<file path="config.mk">
export PLATFORM = sky130hd
export DESIGN_NAME = rca_word_sequencer
export DESIGN_NICKNAME = d
export VERILOG_FILES = /design/src/rtl/rca_word_sequencer.sv
export SDC_FILE = /design/constraint.sdc
export NUM_CORES = 1
export LEC_CHECK = 0
export CORE_UTILIZATION = 52
export DETAILED_ROUTE_END_ITERATION = 7
export PLACE_DENSITY = 0.8
export SETUP_SLACK_MARGIN = 0.1
export SLEW_MARGIN = 20
export SYNTH_ARGS = -nofsm -noshare
export SYNTH_HDL_FRONTEND = slang
export SYNTH_SLANG_ARGS = --single-unit
</file>
<file path="constraint.sdc">
create_clock -name clk -period 3 [get_ports clk]
set_input_delay 0.45 -clock clk [delete_from_list [all_inputs] [get_ports clk]]
set_output_delay 0.45 -clock clk [all_outputs]
set_load 0.05 [all_outputs]
</file>
<file path="src/rtl/rca_word_sequencer.sv">
// Wide add/subtract built from one narrow ripple-carry slice that is reused
// once per slice, least-significant first, with the carry chained through a register.

module ripple_carry_adder #(
    parameter int W = 4
) (
    input  logic [W-1:0] a,
    input  logic [W-1:0] b,
    input  logic         cin,
    output logic [W-1:0] sum,
    output logic         cout
);

    // Bit-serial carry chain through the slice
    always_comb begin
        logic carry_v;
        carry_v = cin;
        sum     = '0;
        for (int i = 0; i < W; i++) begin
            sum[i]  = a[i] ^ b[i] ^ carry_v;
            carry_v = (a[i] & b[i]) | (carry_v & (a[i] ^ b[i]));
        end
        cout = carry_v;
    end

endmodule

module rca_word_sequencer #(
    parameter int TOTAL_W = 32,
    parameter int SLICE_W = 4
) (
    input  logic               clk,
    input  logic               rst_n,
    input  logic               in_valid,
    output logic               in_ready,
    input  logic [TOTAL_W-1:0] a,
    input  logic [TOTAL_W-1:0] b,
    input  logic               cin,
    input  logic               sub,
    output logic               out_valid,
    input  logic               out_ready,
    output logic [TOTAL_W-1:0] sum,
    output logic               cout,
    output logic               ovf
);

    localparam int NSLICE = TOTAL_W / SLICE_W;
    localparam int CNT_W  = (NSLICE > 1) ? $clog2(NSLICE) : 1;

    typedef enum logic [1:0] {
        IDLE = 2'd0,
        RUN  = 2'd1,
        DONE = 2'd2
    } state_t;

    state_t               state_r;
    logic [TOTAL_W-1:0]   a_sh_r;
    logic [TOTAL_W-1:0]   b_sh_r;
    logic [TOTAL_W-1:0]   res_sh_r;
    logic [TOTAL_W-1:0]   sum_r;
    logic [CNT_W-1:0]     cnt_r;
    logic                 carry_r;
    logic                 a_msb_r;
    logic                 b_msb_r;
    logic                 cout_r;
    logic                 ovf_r;
    logic                 out_valid_r;

    logic [SLICE_W-1:0]         slice_sum_s;
    logic                       slice_cout_s;
    logic [TOTAL_W+SLICE_W-1:0] res_cat_s;
    logic [TOTAL_W-1:0]         res_next_s;
    logic [TOTAL_W-1:0]         b_eff_s;
    logic                       last_slice_s;

    ripple_carry_adder #(.W(SLICE_W)) u_slice (
        .a    (a_sh_r[SLICE_W-1:0]),
        .b    (b_sh_r[SLICE_W-1:0]),
        .cin  (carry_r),
        .sum  (slice_sum_s),
        .cout (slice_cout_s)
    );

    // New slice enters at the top; after NSLICE shifts the word is aligned
    assign res_cat_s    = {slice_sum_s, res_sh_r};
    assign res_next_s   = res_cat_s[TOTAL_W+SLICE_W-1:SLICE_W];
    assign b_eff_s      = sub ? ~b : b;
    assign last_slice_s = (cnt_r == CNT_W'(NSLICE - 1));

    assign in_ready  = rst_n && (state_r == IDLE);
    assign out_valid = out_valid_r;
    assign sum       = sum_r;
    assign cout      = cout_r;
    assign ovf       = ovf_r;

    // Sequencer: accept, run one slice per cycle, hold result until taken
    always_ff @(posedge clk) begin
        if (!rst_n) begin
            state_r     <= IDLE;
            a_sh_r      <= '0;
            b_sh_r      <= '0;
            res_sh_r    <= '0;
            sum_r       <= '0;
            cnt_r       <= '0;
            carry_r     <= 1'b0;
            a_msb_r     <= 1'b0;
            b_msb_r     <= 1'b0;
            cout_r      <= 1'b0;
            ovf_r       <= 1'b0;
            out_valid_r <= 1'b0;
        end else begin
            case (state_r)
                IDLE: begin
                    if (in_valid) begin
                        a_sh_r  <= a;
                        b_sh_r  <= b_eff_s;
                        carry_r <= sub ? 1'b1 : cin;
                        a_msb_r <= a[TOTAL_W-1];
                        b_msb_r <= b_eff_s[TOTAL_W-1];
                        cnt_r   <= '0;
                        state_r <= RUN;
                    end else begin
                        state_r <= IDLE;
                    end
                end
                RUN: begin
                    res_sh_r <= res_next_s;
                    a_sh_r   <= a_sh_r >> SLICE_W;
                    b_sh_r   <= b_sh_r >> SLICE_W;
                    carry_r  <= slice_cout_s;
                    if (last_slice_s) begin
                        sum_r       <= res_next_s;
                        cout_r      <= slice_cout_s;
                        ovf_r       <= (a_msb_r == b_msb_r) &&
                                       (res_next_s[TOTAL_W-1] != a_msb_r);
                        out_valid_r <= 1'b1;
                        state_r     <= DONE;
                    end else begin
                        cnt_r   <= cnt_r + CNT_W'(1);
                        state_r <= RUN;
                    end
                end
                DONE: begin
                    if (out_ready) begin
                        out_valid_r <= 1'b0;
                        state_r     <= IDLE;
                    end else begin
                        state_r <= DONE;
                    end
                end
                default: begin
                    out_valid_r <= 1'b0;
                    state_r     <= IDLE;
                end
            endcase
        end
    end

endmodule

</file>
==> run_results.csv, run 1 <==
group,metric,value,unit
run_status,run_status,"finished, final reports clean",
synth,yosys_warnings,0,
finish,drive_gt1_share,6.41,%
routing,via_per_inst,5.43,
global_route,grt_use_met2,42.6,%
sta,drv_slew,0,
clocking,cts_setup_buffers,0,
sta,skew,9.08,ps
synth,synth_top_area_cell,"dfxtp_1",
clocking,cts_resized,0,
worst_setup_path,critPathKind,"reg2reg",
global_route,grt_max_degree,89,
routing,firstDrtPassIters,5,
finish,fin_util,69.5,%
place,io_buffers,105,
synth,yosysSeqAreaShare,48.2,%
worst_setup_path,critPathMaxFanout,4,
power,ir_drop,0.363,mV
clocking,cts_buffer_depth,2,
clocking,htree_levels,4,
clocking,clkTransAtPathRegs,60,ps
power,p_sw,0.00104,W
finish,areaGrowthSynthToFinish,28.7,%
synth,synthTopCellsByArea,"dfxtp_1 48%, nand2_1 11%, a21boi_1 8.3%, a21oi_1 5.1%, a221o_1 5.0%",
sta,fin_tns_setup,0,ps
die,rows,37,
clocking,clk_latency,510,ps
global_route,grt_pass1_vias,4585,
synth,syn_nets,716,
sta,rsz0062_at_grt,"no",
die,chipHeight,106,um
worst_hold_path,hp-class,"in2reg",
finish,fill_cells,851,
die,initial_core_util,54.0,%
finish,final_design_area_no_fill,0.00721,mm^2
finish,nets,796,
sta,fin_crit,2470,ps
synth,synth-main-ff-cell,"dfxtp_1",
die,dieArea,0.0112,mm^2
clocking,cts-root-buf,"clkbuf_8",
finish,mostFrequentLayoutCell,"nand2_1",
die,core,0.0104,mm^2
worst_setup_path,crit_required,3440,ps
sta,setup_viol,0,
routing,drt-wirelength-per-cell,14.2,um
die,die_x,106,um
routing,drt_wl_total,12.3,mm
power,swShare,23.4,%
place,place_area,0.00661,mm^2
flow_run,max_cap_viol_count,0,
routing,dr.first_iter.drc_count,233,
global_route,antenna_found_initial,0,
global_route,grt_busiest_layer,"met2",
die,io_pins,106,
clocking,cts.sinks,135,
worst_setup_path,cp.arrival,2910,ps
worst_setup_path,reg2reg_depth,9,
sta,relSlewSlack,43.0,%
worst_hold_path,hold_depth,2,
synth,avgSynthCellArea,8.75,um^2
power,power.static_leakage,2.68,nW
global_route,overflow,0,
synth,synthCells,640,
place,dp_hpwl,7.94,mm
synth,synth_top_area_share,48.2,%
sta,fmax,405,MHz
power,pwr_density_cell,618,mW/mm^2
synth,synth-edff-count,0,
sta,final_hold_viol_count,0,
synth,async_flop_share,0,%
sta,max_slew.worst_pin.slew,855,ps
worst_setup_path,cp-end-kind,"flip-flop",
power,p_comb_share,10.0,%
power,clockPowerShare,46.5,%
finish,insertedDiodeCount,0,
synth,ys_ff_latch,135,
sta,fin_crit_sh,82.3,%
power,seqPwrFrac,43.5,%
clocking,cts_tree,"built",
global_route,grt_pass1_wl,20.9,mm
finish,final_cell_mix,"157 x nand2_1, 135 x dfxtp_1, 102 x clkdlybuf4s50_1",
routing,ant_nets,0,
synth,synth_cell_types,39,
clocking,cts_buffers,17,
synth,synthesis.area,0.00560,mm^2
place,place_congestion,0.801,
routing,drc,0,
global_route,gr-usage-met3,5.50,%
routing,routed-via-count,4723,
worst_setup_path,cp-start-kind,"flip-flop",
global_route,grt_use_met1,26.6,%
power,power.internal,0.00341,W
clocking,cts_hold_buf,0,
global_route,track_usage,23.3,%
## stage by stage
stage	power (W)	hold slack (ps)	setup slack (ps)	std cells
after global routing	0.00462	411	352	869
after detailed placement	0.00242	442	544	837
final	0.00446	401	531	869
after floorplan	0.00226	431	590	640
after CTS	0.00448	383	524	869
after global placement	0.00240	441	613	837
## flip-flops by register name, indices dropped and copies added (netlist names)
| register | count |
|---|---|
| state_r | 2 |
| res_sh_r | 28 |
| ovf | 1 |
| b_msb_r | 1 |
| cnt_r | 3 |
| b_sh_r | 32 |
| out_valid | 1 |
| a_sh_r | 32 |
| carry_r | 1 |
| sum | 32 |
| a_msb_r | 1 |
| cout | 1 |
## worst paths after layout
| check | startpoint | to | slack (ps) |
|---|---|---|---|
| worst max-delay path | a_sh_r[0] | ovf | 530 |
| worst min-delay path | rst_n | cout | 400 |
| worst max register to register | a_sh_r[0] | ovf | 530 |
| worst min register to register | sum[6] | sum[6] | 450 |
## final cells by class
cell class	instances	area [um^2]	area share (%)
sequential	135	2700	37.5
multi-input combinational	444	2610	36.1
timing repair buffer	114	1110	15.3
tap	136	170	2.36
clock buffer	21	449	6.23
clock inverter	11	149	2.06
inverter	8	30.0	0.416
## per-layer routing
metal	share of wire [%]	vias up
met5	0	-
met4	1.2	0
met3	4.3	16
met2	53	134
met1	42	2245
li1	-	2328
## cells in the mapped netlist, types with 3 or more instances
| cell | count |
|---|---|
| o21ai_0 | 30 |
| a221o_1 | 28 |
| a21oi_1 | 57 |
| o22ai_1 | 3 |
| clkbuf_1 | 21 |
| buf_1 | 5 |
| dfxtp_1 | 135 |
| a22oi_1 | 3 |
| nand2_1 | 157 |
| inv_1 | 8 |
| nor2b_1 | 5 |
| nor2_1 | 30 |
| xnor2_1 | 30 |
| a21boi_1 | 62 |
| nand3_1 | 3 |
| buf_2 | 19 |
| fa_1 | 4 |
| buf_6 | 6 |
| nand2b_1 | 3 |
| o211a_1 | 5 |
## worst max-delay path, cell delays in order, from the launching register on
cell,delay (ps)
dfxtp_1,320
fa_1,410
inv_1,70
fa_1,160
inv_1,50
fa_1,350
inv_1,80
fa_1,470
or3_1,330
a31oi_1,160
## power groups by stage
stage | combinational, W | clock (W) | sequential, W
after CTS | 0.000447 | 0.00209 | 0.00194
after detailed placement | 0.000441 | 0 | 0.00198
after floorplan | 0.000301 | 0 | 0.00196
after global placement | 0.000430 | 0 | 0.00197
final | 0.000445 | 0.00207 | 0.00194
after global routing | 0.000494 | 0.00218 | 0.00195
## kinds of logic (layout without fill, tap and decap cells)
group / after synthesis / in the layout / synth area share (%)
AO/OA/AOI/OAI: 196 / 196 / 24.0
XOR/XNOR: 32 / 32 / 5.00
adder cells (fa/ha/maj): 6 / 6 / 1.88
buffers and inverters: 61 / 154 / 5.45
flip-flops: 135 / 135 / 48.2
multiplexers: 1 / 1 / 0.179
AND/OR/NAND/NOR: 209 / 209 / 15.3
Note: power is estimated with default switching activity, not from simulation.
==> inputs of run 2 (changes only) <==
Clock period 3 ns to 2.5 ns, I/O delays scaled along.
==> run 2 against run 1 <==
  * Sequential cell count stayed put
  * Core utilization is 0.78 points higher
  * Global-route usage is 0.072 points higher
  * Largest cell class unchanged
  * Count of clock-buffer cells in the layout is 1 lower
==> run_results.csv, run 2 (synthesis gave the netlist of run 1 again) <==
group,metric,value,unit
worst_setup_path,crit_path_max_incr_delay,420,ps
power,seqPwrFrac,43.6,%
global_route,overflow,0,
sta,drv_slew,0,
worst_setup_path,worst_path_max_delay_cell,"fa_1",
routing,drc,0,
worst_setup_path,cp.arrival,2820,ps
routing,drt-wirelength-per-cell,14.3,um
worst_setup_path,cp_top_family,"adder cells",
clocking,cts-root-buf,"clkbuf_8",
routing,via_per_inst,5.43,
finish,final_design_area_no_fill,0.00729,mm^2
routing,routed-via-count,4744,
power,power.static_leakage,2.72,nW
sta,setup_viol,0,
global_route,grt_max_degree,53,
power,pwr_density_cell,734,mW/mm^2
clocking,cts_tree,"built",
sta,fmax,419,MHz
power,power.internal,0.00411,W
worst_setup_path,crit_buf_inv,3,
power,ir_drop,0.413,mV
finish,drive_gt1_share,7.87,%
place,place_area,0.00668,mm^2
worst_hold_path,hp-class,"in2reg",
global_route,grt_pass1_wl,20.9,mm
worst_setup_path,crit_required,2940,ps
sta,skew,8.50,ps
worst_setup_path,worstPathCellList,"fa_2 -> inv_2 -> fa_2 -> inv_1 -> fa_2 -> inv_2 -> fa_1 -> or3_1 -> a31oi_1",
clocking,clk_latency,510,ps
finish,nets,801,
die,initial_core_util,54.0,%
worst_setup_path,cp-end-kind,"flip-flop",
sta,rsz0062_at_grt,"yes",
power,p_sw,0.00124,W
place,io_buffers,105,
global_route,grt_pass1_vias,4597,
finish,mostFrequentLayoutCell,"nand2_1",
place,place_congestion,0.828,
finish,final_cell_mix,"157 x nand2_1, 134 x dfxtp_1, 102 x clkdlybuf4s50_1",
sta,fin_tns_setup,0,ps
clocking,cts_buffers,17,
finish,insertedDiodeCount,0,
global_route,track_usage,23.4,%
die,io_pins,106,
power,swShare,23.2,%
clocking,cts_buffer_depth,2,
power,clockPowerShare,46.0,%
sta,fin_crit,2380,ps
die,die_x,106,um
finish,areaGrowthSynthToFinish,30.2,%
routing,firstDrtPassIters,5,
die,chipHeight,106,um
worst_setup_path,critPathKind,"reg2reg",
routing,dr.first_iter.drc_count,295,
worst_setup_path,critPathMaxFanout,2,
place,dp_hpwl,8.11,mm
routing,drt_wl_total,12.5,mm
sta,fin_crit_sh,95.4,%
flow_run,max_cap_viol_count,0,
place,placed_cells,841,
sta,final_hold_viol_count,0,
sta,max_slew.worst_pin.slew,760,ps
power,total_power,0.00535,W
finish,finalNonFillerCells,873,
die,core,0.0104,mm^2
sta,relSlewSlack,49.3,%
clocking,clkTransAtPathRegs,60,ps
clocking,cts.sinks,135,
die,dieArea,0.0112,mm^2
routing,ant_nets,0,
run_status,run_status,"finished, final reports clean",
die,rows,37,
power,p_comb_share,10.4,%
worst_setup_path,cp-start-kind,"flip-flop",
finish,fin_util,70.3,%
worst_setup_path,crit_top_cell,"fa_2",
clocking,htree_levels,4,
global_route,antenna_found_initial,0,
-- run 2: cell types whose count changed in the layout (fill, tap and decap cells not counted) --
| cell | change |
|---|---|
| clkinv_4 | +1 |
| inv_1 | -2 |
| clkbuf_1 | -1 |
| dfxtp_2 | +1 |
| inv_2 | +2 |
| clkinvlp_4 | -1 |
| fa_2 | +3 |
| dfxtp_1 | -1 |
| buf_12 | +3 |
| buf_4 | +2 |
| fa_1 | -3 |
-- run 2: per-stage QoR --
step | hold WS, ps | worst slack (ps)
after floorplan | 431 | 164
after global placement | 442 | 116
after detailed placement | 446 | -1.88
after CTS | 294 | 104
after global routing | 317 | 30.6
final | 308 | 115
-- run 2: area by class of cell --
| class | count | area, um^2 |
|---|---|---|
| flip-flops and latches | 135 | 2700 |
| clock inverters | 11 | 150 |
| inverters | 8 | 30.0 |
| well taps | 136 | 170 |
| fillers | 787 | 3080 |
| repair buffers | 119 | 1180 |
| clock buffers | 20 | 445 |
| multi-input cells | 444 | 2610 |
-- run 2: path summary, 6_finish.rpt --
kind	startpoint	endpoint	slack, ps	depth (start not counted)
min reg2reg	sum[20]	sum[20]	450	2
min	rst_n	a_sh_r[23]	310	3
max reg2reg	a_sh_r[0]	ovf	120	9
max	a_sh_r[0]	ovf	120	9
-- run 2: power by group through the flow --
stage | Clock, W | Combinational, W | Sequential (W)
global placement | 0 | 0.000532 | 0.00237
finish | 0.00246 | 0.000558 | 0.00233
global route | 0.00259 | 0.000617 | 0.00234
detailed placement | 0 | 0.000546 | 0.00237
CTS | 0.00249 | 0.000559 | 0.00233
floorplan | 0 | 0.000362 | 0.00235
-- run 2: per-layer routing --
layer / vias up / GRT usage [%] / routed length, um / part of all wire [%]
met5: - / 0 / 0 / 0
met3: 36 / 5.07 / 515 / 4.1
met1: 2229 / 26.4 / 5080 / 41
li1: 2343 / - / - / -
met2: 136 / 41.3 / 6500 / 52
met4: 0 / 12.0 / 357 / 2.9
-- run 2: timing repair --
| item | in CTS | in global routing |
|---|---|---|
| pin swaps | 2 | 1 |
| hold buffers | 0 | 0 |
| buffers inserted | 1 | 0 |
| endpoints found under the setup margin | 1 | 1 |
| resized for setup | 6 | 0 |
-- run 2: worst register-to-register path, stage by stage, from the launching register on --
cell and delay, ps:
dfxtp_2 330, fa_2 380, inv_2 70, fa_2 190, inv_1 60, fa_2 340
inv_2 60, fa_1 420, or3_1 310, a31oi_1 160
